==> src/rtl/mac_host_seq.sv <==
// Host-side sequencer for the 8x8 MAC core: clears the accumulator, streams N operand
// pairs, reads the 16-bit result back over the split bus and reports shadow overflow.
module mac_host_seq #(
  parameter int LEN_W    = 8,
  parameter int TURN_CYC = 1
) (
  input  logic             clk,
  input  logic             rst,
  input  logic             cmd_valid,
  output logic             cmd_ready,
  input  logic [LEN_W-1:0] cmd_len,
  input  logic             op_valid,
  output logic             op_ready,
  input  logic [7:0]       op_a,
  input  logic [7:0]       op_b,
  output logic             res_valid,
  input  logic             res_ready,
  output logic [15:0]      res_data,
  output logic             res_ovf,
  output logic             busy,
  output logic             mac_rst_n,
  output logic             mac_acc_en,
  output logic [7:0]       mac_in_a,
  output logic [7:0]       mac_in_b,
  input  logic [7:0]       mac_out_low,
  output logic             mac_io_drive,
  input  logic [7:0]       mac_io_high_in
);

  localparam int SUM_W = 16 + LEN_W;

  // SAMPLE is never entered: the high-byte sample happens on the last TURN edge.
  typedef enum logic [2:0] {IDLE, CLEAR, FEED, DRAIN, TURN, SAMPLE, RESP} state_t;

  state_t           state_q, state_d;
  logic [LEN_W-1:0] len_q, len_d, cnt_q, cnt_d;
  logic [SUM_W-1:0] sum_q, sum_d;
  logic [3:0]       turn_q, turn_d;
  logic             mac_rst_n_q, mac_rst_n_d;
  logic             acc_en_q, acc_en_d;
  logic [7:0]       in_a_q, in_a_d, in_b_q, in_b_d;
  logic             drive_q, drive_d;
  logic [15:0]      res_data_q, res_data_d;
  logic             res_ovf_q, res_ovf_d;
  logic [15:0]      prod;

  assign cmd_ready    = (state_q == IDLE);
  assign op_ready     = (state_q == FEED) && (cnt_q < len_q);
  assign res_valid    = (state_q == RESP);
  assign busy         = (state_q != IDLE);
  assign res_data     = res_data_q;
  assign res_ovf      = res_ovf_q;
  assign mac_rst_n    = mac_rst_n_q;
  assign mac_acc_en   = acc_en_q;
  assign mac_in_a     = in_a_q;
  assign mac_in_b     = in_b_q;
  assign mac_io_drive = drive_q;
  assign prod         = {8'h00, op_a} * {8'h00, op_b};

  always_comb begin
    // NOTE: every _d gets a default before the case so no path can infer a latch.
    state_d     = state_q;
    len_d       = len_q;
    cnt_d       = cnt_q;
    sum_d       = sum_q;
    turn_d      = turn_q;
    mac_rst_n_d = 1'b1;
    acc_en_d    = 1'b0;
    in_a_d      = in_a_q;
    in_b_d      = in_b_q;
    drive_d     = 1'b0;
    res_data_d  = res_data_q;
    res_ovf_d   = res_ovf_q;
    case (state_q)
      IDLE: begin
        if (cmd_valid) begin
          len_d       = cmd_len;
          cnt_d       = '0;
          sum_d       = '0;
          mac_rst_n_d = 1'b0;
          state_d     = CLEAR;
        end
      end
      CLEAR: begin
        turn_d = '0;
        if (len_q == '0) begin
          drive_d = 1'b1;
          state_d = TURN;
        end else begin
          state_d = FEED;
        end
      end
      FEED: begin
        if (op_valid && op_ready) begin
          in_a_d   = op_a;
          in_b_d   = op_b;
          acc_en_d = 1'b1;
          sum_d    = sum_q + {{LEN_W{1'b0}}, prod};
          cnt_d    = cnt_q + LEN_W'(1);
          if (cnt_q == len_q - LEN_W'(1)) state_d = DRAIN;
        end
      end
      DRAIN: begin
        turn_d  = '0;
        drive_d = 1'b1;
        state_d = TURN;
      end
      TURN: begin
        if (turn_q == 4'(TURN_CYC - 1)) begin
          res_data_d = {mac_io_high_in, mac_out_low};
          res_ovf_d  = (sum_q[SUM_W-1:16] != '0);
          state_d    = RESP;
        end else begin
          turn_d  = turn_q + 4'd1;
          drive_d = 1'b1;
        end
      end
      RESP: begin
        if (res_ready) state_d = IDLE;
      end
      default: state_d = IDLE;
    endcase
  end

  // NOTE: state registers use non-blocking assignment so all flops update together.
  always_ff @(posedge clk or posedge rst) begin
    if (rst) begin
      state_q     <= IDLE;
      len_q       <= '0;
      cnt_q       <= '0;
      sum_q       <= '0;
      turn_q      <= '0;
      mac_rst_n_q <= 1'b0;
      acc_en_q    <= 1'b0;
      in_a_q      <= '0;
      in_b_q      <= '0;
      drive_q     <= 1'b0;
      res_data_q  <= '0;
      res_ovf_q   <= 1'b0;
    end else begin
      state_q     <= state_d;
      len_q       <= len_d;
      cnt_q       <= cnt_d;
      sum_q       <= sum_d;
      turn_q      <= turn_d;
      mac_rst_n_q <= mac_rst_n_d;
      acc_en_q    <= acc_en_d;
      in_a_q      <= in_a_d;
      in_b_q      <= in_b_d;
      drive_q     <= drive_d;
      res_data_q  <= res_data_d;
      res_ovf_q   <= res_ovf_d;
    end
  end

endmodule

==> config.mk <==
export PLATFORM = sky130hd
export DESIGN_NAME = mac_host_seq
export DESIGN_NICKNAME = d
export VERILOG_FILES = /design/src/rtl/mac_host_seq.sv
export SDC_FILE = /design/constraint.sdc
export NUM_CORES = 1
export LEC_CHECK = 0
export CORE_ASPECT_RATIO = 1.1
export CORE_MARGIN = 4
export CORE_UTILIZATION = 30
export CTS_CLUSTER_SIZE = 12
export DETAILED_ROUTE_END_ITERATION = 12
export PLACE_DENSITY = 0.52
export SYNTH_ARGS = -nofsm -noshare
export SYNTH_HDL_FRONTEND = slang
export SYNTH_SLANG_ARGS = --single-unit
==> constraint.sdc <==
create_clock -name clk -period 3.8 [get_ports clk]
set_input_delay 1.14 -clock clk [delete_from_list [all_inputs] [get_ports clk]]
set_output_delay 1.14 -clock clk [all_outputs]
set_load 0.05 [all_outputs]
==> results of run 1 <==
[power by group]
group	internal [mW]	switching, mW	total, mW
clock	0.646	0.387	1.03
combinational	3.01	2.87	5.87
sequential	1.04	0.108	1.15
total	4.69	3.36	8.05
[repair_timing]
item | 4_1_cts | 5_1_grt
hold buffers | 0 | 0
setup endpoints to repair | 21 | 20
gates cloned | 1 | 0
gates resized for setup | 152 | 51
setup buffers | 25 | 8
pin swaps | 70 | 63
[layer usage]
metal	part of all wire [%]	global-route usage (%)
met1	45	18.7
met2	50	25.6
met3	3.7	2.98
met4	1.8	4.07
met5	0	0
[kinds of logic after synthesis]
logic type | count (synthesis) | synth area share, %
adders and majority gates | 103 | 25.5
xor gates and xnor gates | 27 | 3.63
muxes | 21 | 3.53
AOI/OAI and AO/OA | 106 | 9.88
DFF | 83 | 31.8
and+or+nand+nor | 239 | 17.5
buffers and inverters | 138 | 8.06
[metrics by stage]
step | setup TNS (ps) | hold slack (ps)
2_1_floorplan | -13910 | 460
3_3_place_gp | -30800 | 457
3_5_place_dp | -31270 | 462
4_1_cts | -14420 | 478
5_1_grt | -15440 | 492
6_report | -13270 | 471
[final cells by class]
type | instances | area [µm²] | share of cell area (%)
flip-flops and latches | 83 | 2080 | 22.2
multi-input cells | 496 | 4470 | 47.9
inverters | 113 | 425 | 4.55
well taps | 290 | 363 | 3.88
clock buffers | 10 | 229 | 2.45
repair buffers | 180 | 1670 | 17.8
clock inverters | 6 | 113 | 1.20
[path summary, 6_finish.rpt]
path                                         start                 endpoint  slack, ps
max                                        op_a[3]    sum_q[20]$_DFFE_PP0P_       -970
min                        mac_in_a[5]$_DFFE_PP0P_  mac_in_a[5]$_DFFE_PP0P_        470
max reg2reg                   sum_q[7]$_DFFE_PP0P_    sum_q[20]$_DFFE_PP0P_       -360
min reg2reg                mac_in_a[5]$_DFFE_PP0P_  mac_in_a[5]$_DFFE_PP0P_        470
max in group asynchronous                      rst     len_q[2]$_DFFE_PP0P_       1970
min in group asynchronous                      rst  mac_in_b[4]$_DFFE_PP0P_       1000
[registers in the layout (all words and copies together) (netlist names)]
name	flops
mac_io_drive	1
mac_in_b	8
mac_in_a	8
mac_acc_en	1
res_data	16
state_q	3
turn_q	4
res_ovf	1
mac_rst_n	1
len_q	8
cnt_q	8
sum_q	24
[layout by cell type, fill, tap and decap left out, types with 5 or more instances in the layout]
| cell type | synthesis | layout |
|---|---|---|
| nand3_1 | 19 | 19 |
| and2_1 | 39 | 28 |
| clkbuf_16 | 0 | 9 |
| ha_4 | 0 | 12 |
| ha_1 | 53 | 40 |
| a21oi_2 | 0 | 8 |
| buf_6 | 1 | 24 |
| inv_1 | 112 | 95 |
| mux2_2 | 16 | 16 |
| fa_1 | 50 | 41 |
| xnor2_1 | 19 | 15 |
| nor4_1 | 5 | 5 |
| nand2_4 | 0 | 8 |
| nand4_1 | 5 | 5 |
| clkdlybuf4s50_1 | 0 | 68 |
| and2_4 | 0 | 11 |
| o21ai_1 | 1 | 13 |
| nor2b_1 | 7 | 7 |
| nor2_1 | 21 | 19 |
| xor2_1 | 8 | 8 |
| buf_4 | 0 | 80 |
| a21o_1 | 6 | 6 |
| dfrtp_1 | 83 | 83 |
| a21oi_1 | 27 | 15 |
| o21ai_0 | 33 | 17 |
| o211ai_1 | 5 | 5 |
| inv_2 | 0 | 16 |
| nor3_1 | 5 | 5 |
| nand2_1 | 119 | 100 |
| fa_2 | 0 | 9 |
| o22ai_1 | 5 | 5 |
| mux2i_1 | 5 | 5 |
| nand2_2 | 1 | 12 |
[worst max-delay path, cell delays in order]
cell and delay, ps:
buf_8 100, buf_6 120, and2_4 150, fa_1 460, fa_1 510, fa_1 510
inv_2 40, fa_1 510, inv_2 50, ha_4 270, buf_4 130, nand2_1 80
a21oi_4 200, a21boi_4 90, o31ai_4 280, a31oi_1 140, a41o_1 210
==> metrics.txt, run 1 <==
# TYPE chip_impl_metric gauge
chip_impl_metric{name="finalSetupViolCount",unit=""} 19
chip_impl_info{name="crit_type",value="in2reg"} 1
chip_impl_metric{name="route.detailed.wl_per_inst",unit="µm"} 14.3
chip_impl_metric{name="final_slew_viol_count",unit=""} 0
chip_impl_metric{name="post-layout-total-power",unit="mW"} 8.05
chip_impl_metric{name="final_min_period",unit="ps"} 4770
chip_impl_metric{name="first_pass_grt_wire_length",unit="µm"} 28700
chip_impl_metric{name="floorplan_die_height",unit="µm"} 163
chip_impl_metric{name="leakage",unit="nW"} 4.44
chip_impl_metric{name="power.density_cell_area",unit="nW/µm²"} 862
chip_impl_metric{name="grt_use_total",unit="%"} 14.7
chip_impl_metric{name="layout-area-overhead-vs-synth",unit="%"} 43.3
chip_impl_metric{name="vdd_ir_drop_max",unit="µV"} 586
chip_impl_metric{name="timing.critical_path.required",unit="ps"} 4040
chip_impl_metric{name="clkTransAtPathRegs",unit="ps"} 60
chip_impl_info{name="synth_top_cells_by_area",value="dfrtp_1 (32%), fa_1 (15%), ha_1 (10%)"} 1
chip_impl_metric{name="stdcell_count",unit=""} 1178
chip_impl_metric{name="row_count",unit=""} 56
chip_impl_metric{name="grt_remaining_overflow",unit=""} 0
chip_impl_metric{name="cts_buffer_count",unit=""} 9
chip_impl_metric{name="avgViaCountPerCell",unit=""} 4.51
chip_impl_metric{name="final_core_utilization",unit="%"} 43.7
chip_impl_metric{name="io_buffers",unit=""} 84
chip_impl_metric{name="final.period_utilization",unit="%"} 126
chip_impl_metric{name="synth.cell_area",unit="µm²"} 6520
chip_impl_metric{name="tritoncts_num_sinks",unit=""} 83
chip_impl_metric{name="setup_slack",unit="ps"} -970
chip_impl_metric{name="io_pins",unit=""} 85
chip_impl_metric{name="number_of_global_route_vias_before_repair",unit=""} 5839
chip_impl_metric{name="fin_hold_viols",unit=""} 0
chip_impl_metric{name="cts.htree.levels",unit=""} 3
chip_impl_metric{name="place_congestion",unit=""} 0.788
chip_impl_metric{name="antenna_diode_count",unit=""} 0
chip_impl_metric{name="clk_path_buf_depth",unit=""} 2
chip_impl_info{name="holdCritPathClass",value="reg2reg"} 1
chip_impl_metric{name="die_x",unit="µm"} 149
chip_impl_metric{name="crit_path_max_fanout",unit=""} 5
chip_impl_metric{name="final_layout_size_suffix_gt1_share",unit="%"} 28.7
chip_impl_metric{name="yosysWarnings",unit=""} 0
chip_impl_metric{name="grt_max_degree",unit=""} 46
chip_impl_metric{name="layout_skew",unit="ps"} 7.35
chip_impl_metric{name="detailed_place_hpwl",unit="µm"} 12400
chip_impl_metric{name="max_freq",unit="GHz"} 0.210
chip_impl_metric{name="place_ws",unit="ps"} -1840
chip_impl_metric{name="synth_top_cell_area_share",unit="%"} 31.8
chip_impl_info{name="post-synth-top-area-cell",value="dfrtp_1"} 1
chip_impl_metric{name="via_count",unit=""} 5311
chip_impl_info{name="run_status",value="finished, violations left"} 1
chip_impl_metric{name="syn_nets",unit=""} 865
chip_impl_info{name="cp-start-kind",value="input port"} 1
chip_impl_metric{name="residual_antenna_violating_net_count_after_detailed_routing",unit=""} 0
chip_impl_metric{name="worst_slew_pin_slew",unit="ps"} 945
chip_impl_metric{name="postSynthAreaPerCell",unit="µm²"} 9.10
chip_impl_metric{name="layout.cell_area.non_filler",unit="µm²"} 9350
chip_impl_metric{name="synth_enable_flop_cells",unit=""} 0
chip_impl_metric{name="layout.filler_cells",unit=""} 2100
chip_impl_info{name="failed_checks",value="setup timing"} 1
chip_impl_metric{name="detail_route.drc_violations",unit=""} 0
chip_impl_metric{name="synth.distinct_cells",unit=""} 49
chip_impl_info{name="ctsRootBufferMaster",value="clkbuf_16"} 1
chip_impl_info{name="tritoncts",value="yes"} 1
chip_impl_metric{name="timing.slew.headroom",unit="%"} 36.8
chip_impl_metric{name="floorplan.initialDensity",unit="%"} 30.5
chip_impl_metric{name="floorplan.die_area",unit="µm²"} 24200
chip_impl_metric{name="clk-insertion-delay-late",unit="ps"} 350
chip_impl_metric{name="routed_wl",unit="µm"} 16800
chip_impl_metric{name="dp_cells",unit=""} 1136
chip_impl_metric{name="drt_first_iter_violations",unit=""} 180
chip_impl_metric{name="reg2regPathDepth",unit=""} 16
chip_impl_info{name="synth.most_common_cell",value="nand2_1"} 1
chip_impl_metric{name="hold_depth",unit=""} 2
chip_impl_metric{name="max_cap_viols",unit=""} 0
chip_impl_info{name="synth_commonest_cells",value="nand2_1 (119), inv_1 (112), dfrtp_1 (83)"} 1
chip_impl_metric{name="synth.yosys.seq_area_share",unit="%"} 31.8
chip_impl_metric{name="nNetsFinal",unit=""} 1031
chip_impl_metric{name="antenna_found_initial",unit=""} 0
chip_impl_metric{name="synthCells",unit=""} 717
chip_impl_info{name="dominantRegCellSynth",value="dfrtp_1"} 1
chip_impl_metric{name="placement.cell_area",unit="µm²"} 8380
chip_impl_metric{name="firstDrtPassIters",unit=""} 4
chip_impl_metric{name="ys_async_sr_fraction",unit="%"} 100
chip_impl_metric{name="ys_seq_elements",unit=""} 83
chip_impl_info{name="rsz0062_at_grt",value="yes"} 1
chip_impl_metric{name="cp_data_arrival_time",unit="ps"} 5010
chip_impl_metric{name="core",unit="µm²"} 21400
chip_impl_info{name="critical_path.endpoint_type",value="flip-flop"} 1
Note: power is estimated with default switching activity, not from simulation.
==> run 2, diff against run 1 <==
--- a/config.mk
+++ b/config.mk
@@ -5,12 +5,14 @@
 export SDC_FILE = /design/constraint.sdc
 export NUM_CORES = 1
 export LEC_CHECK = 0
+export CELL_PAD_IN_SITES_DETAIL_PLACEMENT = 1
+export CELL_PAD_IN_SITES_GLOBAL_PLACEMENT = 1
 export CORE_ASPECT_RATIO = 1.1
 export CORE_MARGIN = 4
 export CORE_UTILIZATION = 30
 export CTS_CLUSTER_SIZE = 12
 export DETAILED_ROUTE_END_ITERATION = 12
-export PLACE_DENSITY = 0.52
+export PLACE_DENSITY = 0.64
 export SYNTH_ARGS = -nofsm -noshare
 export SYNTH_HDL_FRONTEND = slang
 export SYNTH_SLANG_ARGS = --single-unit
==> run 2 against run 1 <==
Compared with the run above: the run still ends with setup timing left; routed wire length is 11% higher; clock skew fell by 2.1 ps; sequential power is essentially flat; largest power group unchanged; critical path depth decreased by 1; cell count stayed put; setup slack worse by 190 ps; fmax is 3.7% lower; non-clock buffer count is 2 higher; register-to-register slack got worse by 160 ps; via count increased by 3.0%; count of clock-buffer cells in the layout unchanged; utilization down 0.19 points.
==> metrics.txt, run 2 (same netlist as run 1, synthesis figures left out) <==
# TYPE chip_impl_metric gauge
chip_impl_metric{name="routed_wl",unit="µm"} 18800
chip_impl_metric{name="stdcell_count",unit=""} 1178
chip_impl_info{name="holdCritPathClass",value="reg2reg"} 1
chip_impl_metric{name="grt_remaining_overflow",unit=""} 0
chip_impl_metric{name="core",unit="µm²"} 21400
chip_impl_metric{name="fin_hold_viols",unit=""} 0
chip_impl_metric{name="dp_cells",unit=""} 1136
chip_impl_metric{name="largest_reg_flops",unit=""} 24
chip_impl_metric{name="cp_data_arrival_time",unit="ps"} 5230
chip_impl_metric{name="floorplan_die_height",unit="µm"} 163
chip_impl_metric{name="cts_buffer_count",unit=""} 9
chip_impl_metric{name="finalSetupViolCount",unit=""} 19
chip_impl_metric{name="final_slew_viol_count",unit=""} 0
chip_impl_metric{name="firstDrtPassIters",unit=""} 4
chip_impl_metric{name="setup.reg_to_reg.worst_slack",unit="ps"} -520
chip_impl_metric{name="first_pass_grt_wire_length",unit="µm"} 31300
chip_impl_metric{name="setup_slack",unit="ps"} -1150
chip_impl_metric{name="leakage",unit="nW"} 4.43
chip_impl_metric{name="nNetsFinal",unit=""} 1033
chip_impl_metric{name="place_congestion",unit=""} 0.777
chip_impl_metric{name="final_layout_size_suffix_gt1_share",unit="%"} 28.7
chip_impl_info{name="critical_path.endpoint_type",value="flip-flop"} 1
chip_impl_metric{name="via_count",unit=""} 5470
chip_impl_metric{name="antenna_diode_count",unit=""} 0
chip_impl_metric{name="io_buffers",unit=""} 84
chip_impl_metric{name="row_count",unit=""} 56
chip_impl_metric{name="antenna_found_initial",unit=""} 0
chip_impl_metric{name="power.density_cell_area",unit="nW/µm²"} 858
chip_impl_metric{name="die_x",unit="µm"} 149
chip_impl_metric{name="avgViaCountPerCell",unit=""} 4.64
chip_impl_metric{name="worst_hold_slack",unit="ps"} 472
chip_impl_metric{name="layout_skew",unit="ps"} 5.27
chip_impl_info{name="layout_common_cells",value="nand2_1 (97), inv_1 (95), dfrtp_1 (83), buf_4 (83), clkdlybuf4s50_1 (67)"} 1
chip_impl_info{name="run_status",value="finished, violations left"} 1
chip_impl_metric{name="layout-area-overhead-vs-synth",unit="%"} 42.7
chip_impl_metric{name="detail_route.drc_violations",unit=""} 0
chip_impl_metric{name="route.detailed.wl_per_inst",unit="µm"} 15.9
chip_impl_metric{name="floorplan.die_area",unit="µm²"} 24200
chip_impl_metric{name="timing.critical_path.required",unit="ps"} 4070
chip_impl_metric{name="vdd_ir_drop_max",unit="µV"} 604
chip_impl_metric{name="worst_slew_pin_slew",unit="ps"} 927
chip_impl_info{name="crit_type",value="in2reg"} 1
chip_impl_metric{name="number_of_global_route_vias_before_repair",unit=""} 6089
chip_impl_info{name="rsz0062_at_grt",value="yes"} 1
chip_impl_metric{name="regArea",unit="µm²"} 2080
chip_impl_metric{name="crit_path_max_fanout",unit=""} 5
chip_impl_metric{name="grt_max_degree",unit=""} 52
chip_impl_metric{name="floorplan.initialDensity",unit="%"} 30.5
chip_impl_info{name="failed_checks",value="setup timing"} 1
chip_impl_metric{name="residual_antenna_violating_net_count_after_detailed_routing",unit=""} 0
chip_impl_metric{name="drt_first_iter_violations",unit=""} 167
chip_impl_metric{name="clkTransAtPathRegs",unit="ps"} 60
chip_impl_info{name="layout_commonest_cell",value="nand2_1"} 1
chip_impl_info{name="ctsRootBufferMaster",value="clkbuf_16"} 1
chip_impl_metric{name="clk-insertion-delay-late",unit="ps"} 350
chip_impl_metric{name="max_freq",unit="GHz"} 0.202
chip_impl_metric{name="detailed_place_hpwl",unit="µm"} 13600
chip_impl_metric{name="cts.htree.levels",unit=""} 3
chip_impl_metric{name="final_min_period",unit="ps"} 4950
chip_impl_metric{name="io_pins",unit=""} 85
chip_impl_metric{name="final.period_utilization",unit="%"} 130
chip_impl_info{name="regMostFlops",value="sum_q"} 1
chip_impl_metric{name="multiInputGateArea",unit="µm²"} 4450
chip_impl_info{name="tritoncts",value="yes"} 1
chip_impl_metric{name="max_cap_viols",unit=""} 0
chip_impl_metric{name="timing.slew.headroom",unit="%"} 38.1
chip_impl_metric{name="clk_path_buf_depth",unit=""} 2
chip_impl_metric{name="grt_use_total",unit="%"} 16.2
chip_impl_info{name="cp-start-kind",value="input port"} 1
chip_impl_metric{name="layout.filler_cells",unit=""} 2418
chip_impl_metric{name="tritoncts_num_sinks",unit=""} 83
run 2: metal layers:
layer  vias up  track usage, %  share of wire (%)
met1      2727            20.8                 45
met3        26            1.78                1.9
met4         0            5.59                2.0
met2        60            28.6                 51
li1       2657               -                  -
met5         -               0                  0
run 2: stage by stage:
step / utilization [%] / setup TNS, ps / power (mW) / instance area [µm²] / worst slack [ps]
after floorplan: - / -13910 / 4.36 / 6840 / -1090
after global placement: 39.2 / -31140 / 5.74 / 8380 / -1820
after detailed placement: 39.2 / -31880 / 5.82 / 8380 / -1860
after CTS: 42.4 / -15740 / 7.55 / 9060 / -1090
after global routing: 43.5 / -17310 / 8.74 / 9310 / -1290
final: 43.5 / -14610 / 7.99 / 9310 / -1150
run 2: final cells by class:
type,instances,area share [%]
Clock buffer,10,2.57
Clock inverter,4,0.309
Inverter,113,4.58
Multi-Input combinational cell,496,47.8
Sequential cell,83,22.3
Tap cell,290,3.90
Timing Repair Buffer,182,18.5
run 2: final timing paths:
kind | start | end | cells after the start
worst max-delay path | op_a[3] | sum_q[21]$_DFFE_PP0P_ | 16
worst min-delay path | mac_in_a[0]$_DFFE_PP0P_ | mac_in_a[0]$_DFFE_PP0P_ | 2
worst max register to register | sum_q[7]$_DFFE_PP0P_ | sum_q[21]$_DFFE_PP0P_ | 15
worst min register to register | mac_in_a[0]$_DFFE_PP0P_ | mac_in_a[0]$_DFFE_PP0P_ | 2
max in group asynchronous | rst | cnt_q[7]$_DFFE_PP0P_ | 3
min in group asynchronous | rst | mac_in_b[3]$_DFFE_PP0P_ | 2
run 2: what timing repair did:
action / in CTS / in global routing
setup endpoints to repair: 21 / 21
cloned: 1 / 0
setup buffers: 25 / 10
hold buffers: 0 / 0
gates resized for setup: 138 / 73
pin swaps: 55 / 44
run 2: worst max-delay path, cell delays in order:
cell,delay (ps)
buf_6,110
buf_6,110
and2_4,150
fa_1,480
fa_1,520
fa_1,510
inv_2,40
fa_1,510
inv_2,50
ha_4,260
o211ai_1,90
o21ai_2,220
o2111a_2,300
a21boi_4,80
or4_1,480
a21oi_1,170
run 2: where the power goes:
group | switching [mW] | total, mW | internal, mW
sequential | 0.115 | 1.16 | 1.04
clock | 0.384 | 0.838 | 0.454
combinational | 2.98 | 5.99 | 3.01
==> run 3, diff against run 2 <==
--- a/config.mk
+++ b/config.mk
@@ -7,7 +7,6 @@
 export LEC_CHECK = 0
 export CELL_PAD_IN_SITES_DETAIL_PLACEMENT = 1
 export CELL_PAD_IN_SITES_GLOBAL_PLACEMENT = 1
-export CORE_ASPECT_RATIO = 1.1
 export CORE_MARGIN = 4
 export CORE_UTILIZATION = 30
 export CTS_CLUSTER_SIZE = 12
==> run 3 against run 2 <==
Compared with the run above: sequential share of layout area is 0.23 points lower; clock skew is 5.4 ps higher; sequential power hardly changed; die area hardly changed; hold slack worse by 1.2 ps; via count hardly changed; the flow still finishes with violations (setup timing); non-clock buffer count is 7 higher; total power is 0.76% lower; critical path type unchanged; critical path depth stayed put.
==> metrics.txt, run 3 (same netlist as run 1, synthesis figures left out) <==
# TYPE chip_impl_metric gauge
chip_impl_info{name="run_status",value="finished, violations left"} 1
chip_impl_info{name="failed_checks",value="setup timing"} 1
chip_impl_metric{name="place_ws",unit="ps"} -1910
chip_impl_metric{name="grt_remaining_overflow",unit=""} 0
chip_impl_metric{name="setup.reg_to_reg.worst_slack",unit="ps"} -420
chip_impl_metric{name="core",unit="µm²"} 21200
chip_impl_metric{name="antenna_diode_count",unit=""} 0
chip_impl_metric{name="max_freq",unit="GHz"} 0.207
chip_impl_metric{name="avgViaCountPerCell",unit=""} 4.67
chip_impl_metric{name="finalSetupViolCount",unit=""} 20
chip_impl_metric{name="cp_data_arrival_time",unit="ps"} 5110
chip_impl_info{name="ctsRootBufferMaster",value="clkbuf_16"} 1
chip_impl_info{name="timing.hold.worst.start",value="mac_in_a[0]$_DFFE_PP0P_"} 1
chip_impl_info{name="rsz0062_at_grt",value="yes"} 1
chip_impl_metric{name="io_pins",unit=""} 85
chip_impl_metric{name="leakage",unit="nW"} 4.48
chip_impl_metric{name="floorplan.initialDensity",unit="%"} 30.7
chip_impl_info{name="critical_path.endpoint_type",value="flip-flop"} 1
chip_impl_metric{name="hold_depth",unit=""} 2
chip_impl_metric{name="detailed_place_hpwl",unit="µm"} 13400
chip_impl_info{name="regMostFlops",value="sum_q"} 1
chip_impl_info{name="critPathTopFamily",value="adder cells"} 1
chip_impl_metric{name="clk_path_buf_depth",unit=""} 2
chip_impl_metric{name="clkTransAtPathRegs",unit="ps"} 70
chip_impl_metric{name="clk-insertion-delay-late",unit="ps"} 360
chip_impl_info{name="holdCritPathClass",value="reg2reg"} 1
chip_impl_info{name="rr_startpoint",value="sum_q[7]$_DFFE_PP0P_"} 1
chip_impl_metric{name="max_cap_viols",unit=""} 0
chip_impl_metric{name="largest_reg_flops",unit=""} 24
chip_impl_metric{name="final.period_utilization",unit="%"} 127
chip_impl_metric{name="grt_use_total",unit="%"} 15.7
chip_impl_info{name="tritoncts",value="yes"} 1
chip_impl_metric{name="routed_wl",unit="µm"} 18900
chip_impl_info{name="cp-start-kind",value="input port"} 1
chip_impl_metric{name="number_of_global_route_vias_before_repair",unit=""} 6027
chip_impl_info{name="critPathSlowestCell",value="fa_1"} 1
chip_impl_metric{name="stdcell_count",unit=""} 1172
chip_impl_metric{name="detail_route.drc_violations",unit=""} 0
chip_impl_metric{name="firstDrtPassIters",unit=""} 4
chip_impl_metric{name="layout-area-overhead-vs-synth",unit="%"} 44.2
chip_impl_metric{name="setup_slack",unit="ps"} -1020
chip_impl_info{name="worst_hold_path.endpoint",value="mac_in_a[0]$_DFFE_PP0P_"} 1
chip_impl_metric{name="row_count",unit=""} 53
chip_impl_metric{name="first_pass_grt_wire_length",unit="µm"} 30700
chip_impl_metric{name="floorplan_die_height",unit="µm"} 155
chip_impl_info{name="worst_path_most_repeated_cell",value="fa_1"} 1
chip_impl_info{name="layout_commonest_cell",value="nand2_1"} 1
chip_impl_metric{name="residual_antenna_violating_net_count_after_detailed_routing",unit=""} 0
chip_impl_info{name="crit_type",value="in2reg"} 1
chip_impl_metric{name="die_x",unit="µm"} 155
chip_impl_metric{name="drt_first_iter_violations",unit=""} 134
chip_impl_metric{name="route.detailed.wl_per_inst",unit="µm"} 16.1
chip_impl_metric{name="via_count",unit=""} 5474
chip_impl_metric{name="floorplan.die_area",unit="µm²"} 24200
chip_impl_metric{name="final_slew_viol_count",unit=""} 0
chip_impl_metric{name="timing.slew.headroom",unit="%"} 38.6
chip_impl_metric{name="critical_path.max_stage_delay",unit="ps"} 550
chip_impl_metric{name="cts_buffer_count",unit=""} 9
chip_impl_metric{name="nNetsFinal",unit=""} 1040
chip_impl_metric{name="crit_path_max_fanout",unit=""} 5
chip_impl_metric{name="timing.critical_path.required",unit="ps"} 4080
chip_impl_metric{name="layout_skew",unit="ps"} 10.7
chip_impl_metric{name="final_min_period",unit="ps"} 4820
chip_impl_metric{name="worst_slew_pin_slew",unit="ps"} 915
chip_impl_metric{name="antenna_found_initial",unit=""} 0
chip_impl_metric{name="final_layout_size_suffix_gt1_share",unit="%"} 30.1
chip_impl_metric{name="place_congestion",unit=""} 0.793
chip_impl_info{name="reg2reg_end",value="sum_q[21]$_DFFE_PP0P_"} 1
chip_impl_metric{name="dp_cells",unit=""} 1124
chip_impl_metric{name="power.density_cell_area",unit="nW/µm²"} 843
chip_impl_metric{name="grt_max_degree",unit=""} 84
chip_impl_metric{name="fin_hold_viols",unit=""} 0
chip_impl_info{name="cell_chain_of_the_critical_path",value="buf_4, buf_6, and2_4, fa_1, fa_1, fa_1, inv_1, fa_1, inv_2, ha_4, o21ai_2, a21oi_2, o2111a_2, a21boi_4, or4_1, a21oi_1"} 1
chip_impl_metric{name="reg2regPathDepth",unit=""} 15
chip_impl_metric{name="cp_buf_inv_count",unit=""} 4
chip_impl_info{name="layout_common_cells",value="nand2_1 (100), inv_1 (93), dfrtp_1 (83)"} 1
chip_impl_metric{name="cts.htree.levels",unit=""} 3
chip_impl_metric{name="tritoncts_num_sinks",unit=""} 83
chip_impl_metric{name="io_buffers",unit=""} 84
chip_impl_metric{name="vdd_ir_drop_max",unit="µV"} 643
[run 3: stage by stage]
step	cell area (µm²)	utilization [%]	setup TNS, ps	total power [mW]	hold slack (ps)
6_report	9410	44.3	-14660	7.93	471
5_1_grt	9410	44.3	-17250	8.66	503
4_1_cts	9050	42.7	-16960	7.51	478
3_5_place_dp	8390	39.5	-32170	5.76	461
3_3_place_gp	8390	39.5	-30850	5.68	459
2_1_floorplan	6840	-	-13910	4.36	460
[run 3: worst register-to-register path: stages (launching register included)]
cell	delay, ps
dfrtp_1	350
inv_1	60
fa_1	530
inv_1	50
fa_1	460
fa_1	570
inv_2	40
fa_1	490
inv_2	50
ha_4	280
o211ai_1	120
o21ai_2	210
o2111a_2	250
a21boi_4	70
or4_1	470
a21oi_1	150
[run 3: area by class of cell]
class / instances / area [µm²]
clock buffers: 9 / 225
clock inverters: 7 / 81.3
multi-input cells: 496 / 4470
well taps: 275 / 344
repair buffers: 189 / 1780
flip-flops and latches: 83 / 2080
fillers: 2402 / 11800
inverters: 113 / 425
[run 3: how the worst max path moves through the flow]
stage | startpoint | end | slack, ps | depth (start not counted)
after floorplan | op_a[4] | sum_q[23]$_DFFE_PP0P_ | -1090 | 16
after global placement | op_a[2] | sum_q[17]$_DFFE_PP0P_ | -1810 | 18
after detailed placement | op_a[2] | sum_q[19]$_DFFE_PP0P_ | -1910 | 18
after CTS | op_a[4] | sum_q[23]$_DFFE_PP0P_ | -1130 | 17
after global routing | op_b[0] | sum_q[21]$_DFFE_PP0P_ | -1160 | 17
final | op_b[6] | sum_q[21]$_DFFE_PP0P_ | -1020 | 16
[run 3: report_power, final]
| part | total, mW | switching, mW | internal, mW |
|---|---|---|---|
| combinational | 5.81 | 2.87 | 2.94 |
| clock | 0.956 | 0.434 | 0.523 |
| sequential | 1.16 | 0.115 | 1.04 |
[run 3: timing repair]
action | CTS | global route
hold buffers | 0 | 0
pin swaps | 61 | 64
gates cloned | 1 | 0
gates resized for setup | 114 | 96
buffers inserted | 21 | 11
setup endpoints to repair | 21 | 20
[run 3: metal layers]
metal	vias to the layer above	share of wire, %	global-route usage [%]
li1	2673	-	-
met1	2718	47	21.1
met2	65	49	26.5
met3	18	2.6	2.45
met4	0	1.3	3.96
met5	-	0	0
==> RTL change, RTL diff (settings of run 2) <==
Reset style: synchronous (`rst`), changed in one clocked block.
--- a/src/rtl/mac_host_seq.sv
+++ b/src/rtl/mac_host_seq.sv
@@ -123,7 +123,7 @@
   end
 
   // NOTE: state registers use non-blocking assignment so all flops update together.
-  always_ff @(posedge clk or posedge rst) begin
+  always_ff @(posedge clk) begin
     if (rst) begin
       state_q     <= IDLE;
       len_q       <= '0;
Formal check against the unedited RTL: differs if rst is asserted again (counterexample within 4 cycles, from zero or initial values and one cycle with rst high); with rst held inactive, the same outputs for 10 cycles.
==> RTL change against run 2 <==
The run still ends with negative setup slack left; sequential cell count is the same; setup slack gained 160 ps; hold slack lost 18 ps; utilization shrank 0.29 points; final area shrank 3.1%; global-route usage shrank 0.34 points; first-iteration DRC count grew 7.8%; routed wire length shrank 0.39%; area after synthesis shrank 1.4%; power shrank 24%; critical path type unchanged; combinational power shrank 31%; die area shrank 1.3%.
==> RTL change: results (changes against run 2) <==
.. list-table::
   :header-rows: 1

   * - Metric
     - Value
   * - Hold endpoint
     - res_data[2]$_SDFFE_PP0P_ (was mac_in_a[0]$_DFFE_PP0P_)
   * - Clk cell area share
     - 0.03357 (was 0.02877)
   * - Count of final setup violators
     - 19 (unchanged)
   * - Launch point of the critical path
     - op_a[5] (was op_a[3])
   * - Post-layout nets
     - 1083 (was 1033)
   * - Failing checks
     - negative setup slack (unchanged)
   * - Length of routed wiring on met1
     - 8662 microns (was 8497 microns)
   * - Met2 usage in global routing
     - 0.2746 (was 0.2855)
   * - Routed met2 length
     - 9186 microns (was 9553 microns)
   * - Worst IR drop on VDD
     - 0.0004283 V (was 0.0006045 V)
   * - RR Endpoint
     - sum_q[18]$_SDFFE_PP0P_ (was sum_q[21]$_DFFE_PP0P_)
   * - Setup fix buffers added after clock tree synthesis
     - 10 (was 25)
   * - Setup TNS after final layout
     - -14000 ps (was -14610 ps)
   * - Placement Cell Area
     - 8209 sq um (was 8377 sq um)
   * - Clock Skew
     - 7.484 ps (was 5.267 ps)
   * - Detailed placement HPWL
     - 14100 microns (was 13640 microns)
   * - Run status
     - complete, but fails checks (unchanged)
   * - Final worst slack
     - -994.2 ps (was -1155 ps)
   * - Delay contributed by the slowest stage of the critical path
     - 580 ps (was 520 ps)
   * - Data arrival at the endpoint of the critical path
     - 5070 ps (was 5230 ps)
   * - Worst reg-to-reg setup slack
     - -320 ps (was -520 ps)
   * - Worst hold slack
     - 454.0 ps (was 471.9 ps)
   * - Met1 routing resource usage after global routing
     - 0.2088 (was 0.2076)
   * - Commonest cells post-synth
     - 125 x sky130_fd_sc_hd__nand2_1, 112 x sky130_fd_sc_hd__inv_1, 83 x sky130_fd_sc_hd__dfxtp_1, 62 x sky130_fd_sc_hd__a21oi_1 (was 119 x sky130_fd_sc_hd__nand2_1, 112 x sky130_fd_sc_hd__inv_1, 83 x sky130_fd_sc_hd__dfrtp_1, 53 x sky130_fd_sc_hd__ha_1, 50 x sky130_fd_sc_hd__fa_1)
   * - Synthesized netlist cell count
     - 790 (was 717)
   * - First-pass GRT wire length
     - 31060 microns (was 31300 microns)
   * - Bufs w/o clock
     - 168 (was 182)
   * - Actual transition at the worst max-transition pin
     - 998.9 ps (was 926.8 ps)
   * - Combined area of the multi-input logic cells
     - 4718 sq um (was 4453 sq um)
   * - Number of cells after detailed placement
     - 1195 (was 1136)
   * - Count of multi-input gates
     - 560 (was 496)
   * - Crit Reg-Reg Startpoint
     - sum_q[7]$_SDFFE_PP0P_ (was sum_q[7]$_DFFE_PP0P_)
   * - Number of distinct library cells after synthesis
     - 58 (was 49)
   * - LEAKAGE
     - 3.946 nW (was 4.428 nW)
   * - Met3 track demand over resource
     - 0.02076 (was 0.01781)
   * - Number of design-rule violations left by the first detailed-router iteration
     - 180 (was 167)
[RTL change: changes by cell type after synthesis, sizes merged, moves of 7 or more]
cell          run 2  this run
dfrtp            83         0
dfxtp             0        83
a21oi            27        62
nor2             21        54
mux2             16         0
mux2i             5        17
o21ai            34        22
buf               3        10
nand2           120       127
[RTL change: logic make-up after synthesis]
| logic type | Yosys count | synth area share |
|---|---|---|
| and+or+nand+nor | 283 | 0.2092 |
| adders and majority gates | 103 | 0.2588 |
| xor gates and xnor gates | 28 | 0.03814 |
| buffers and inverters | 147 | 0.08834 |
| AOI/OAI and AO/OA | 129 | 0.1206 |
| DFF | 83 | 0.2584 |
| muxes | 17 | 0.02646 |
[RTL change: report_power, final]
| part | internal [mW] | switching, mW |
|---|---|---|
| registers | 0.956 | 0.0653 |
| logic | 1.98 | 2.15 |
| clock network | 0.517 | 0.401 |
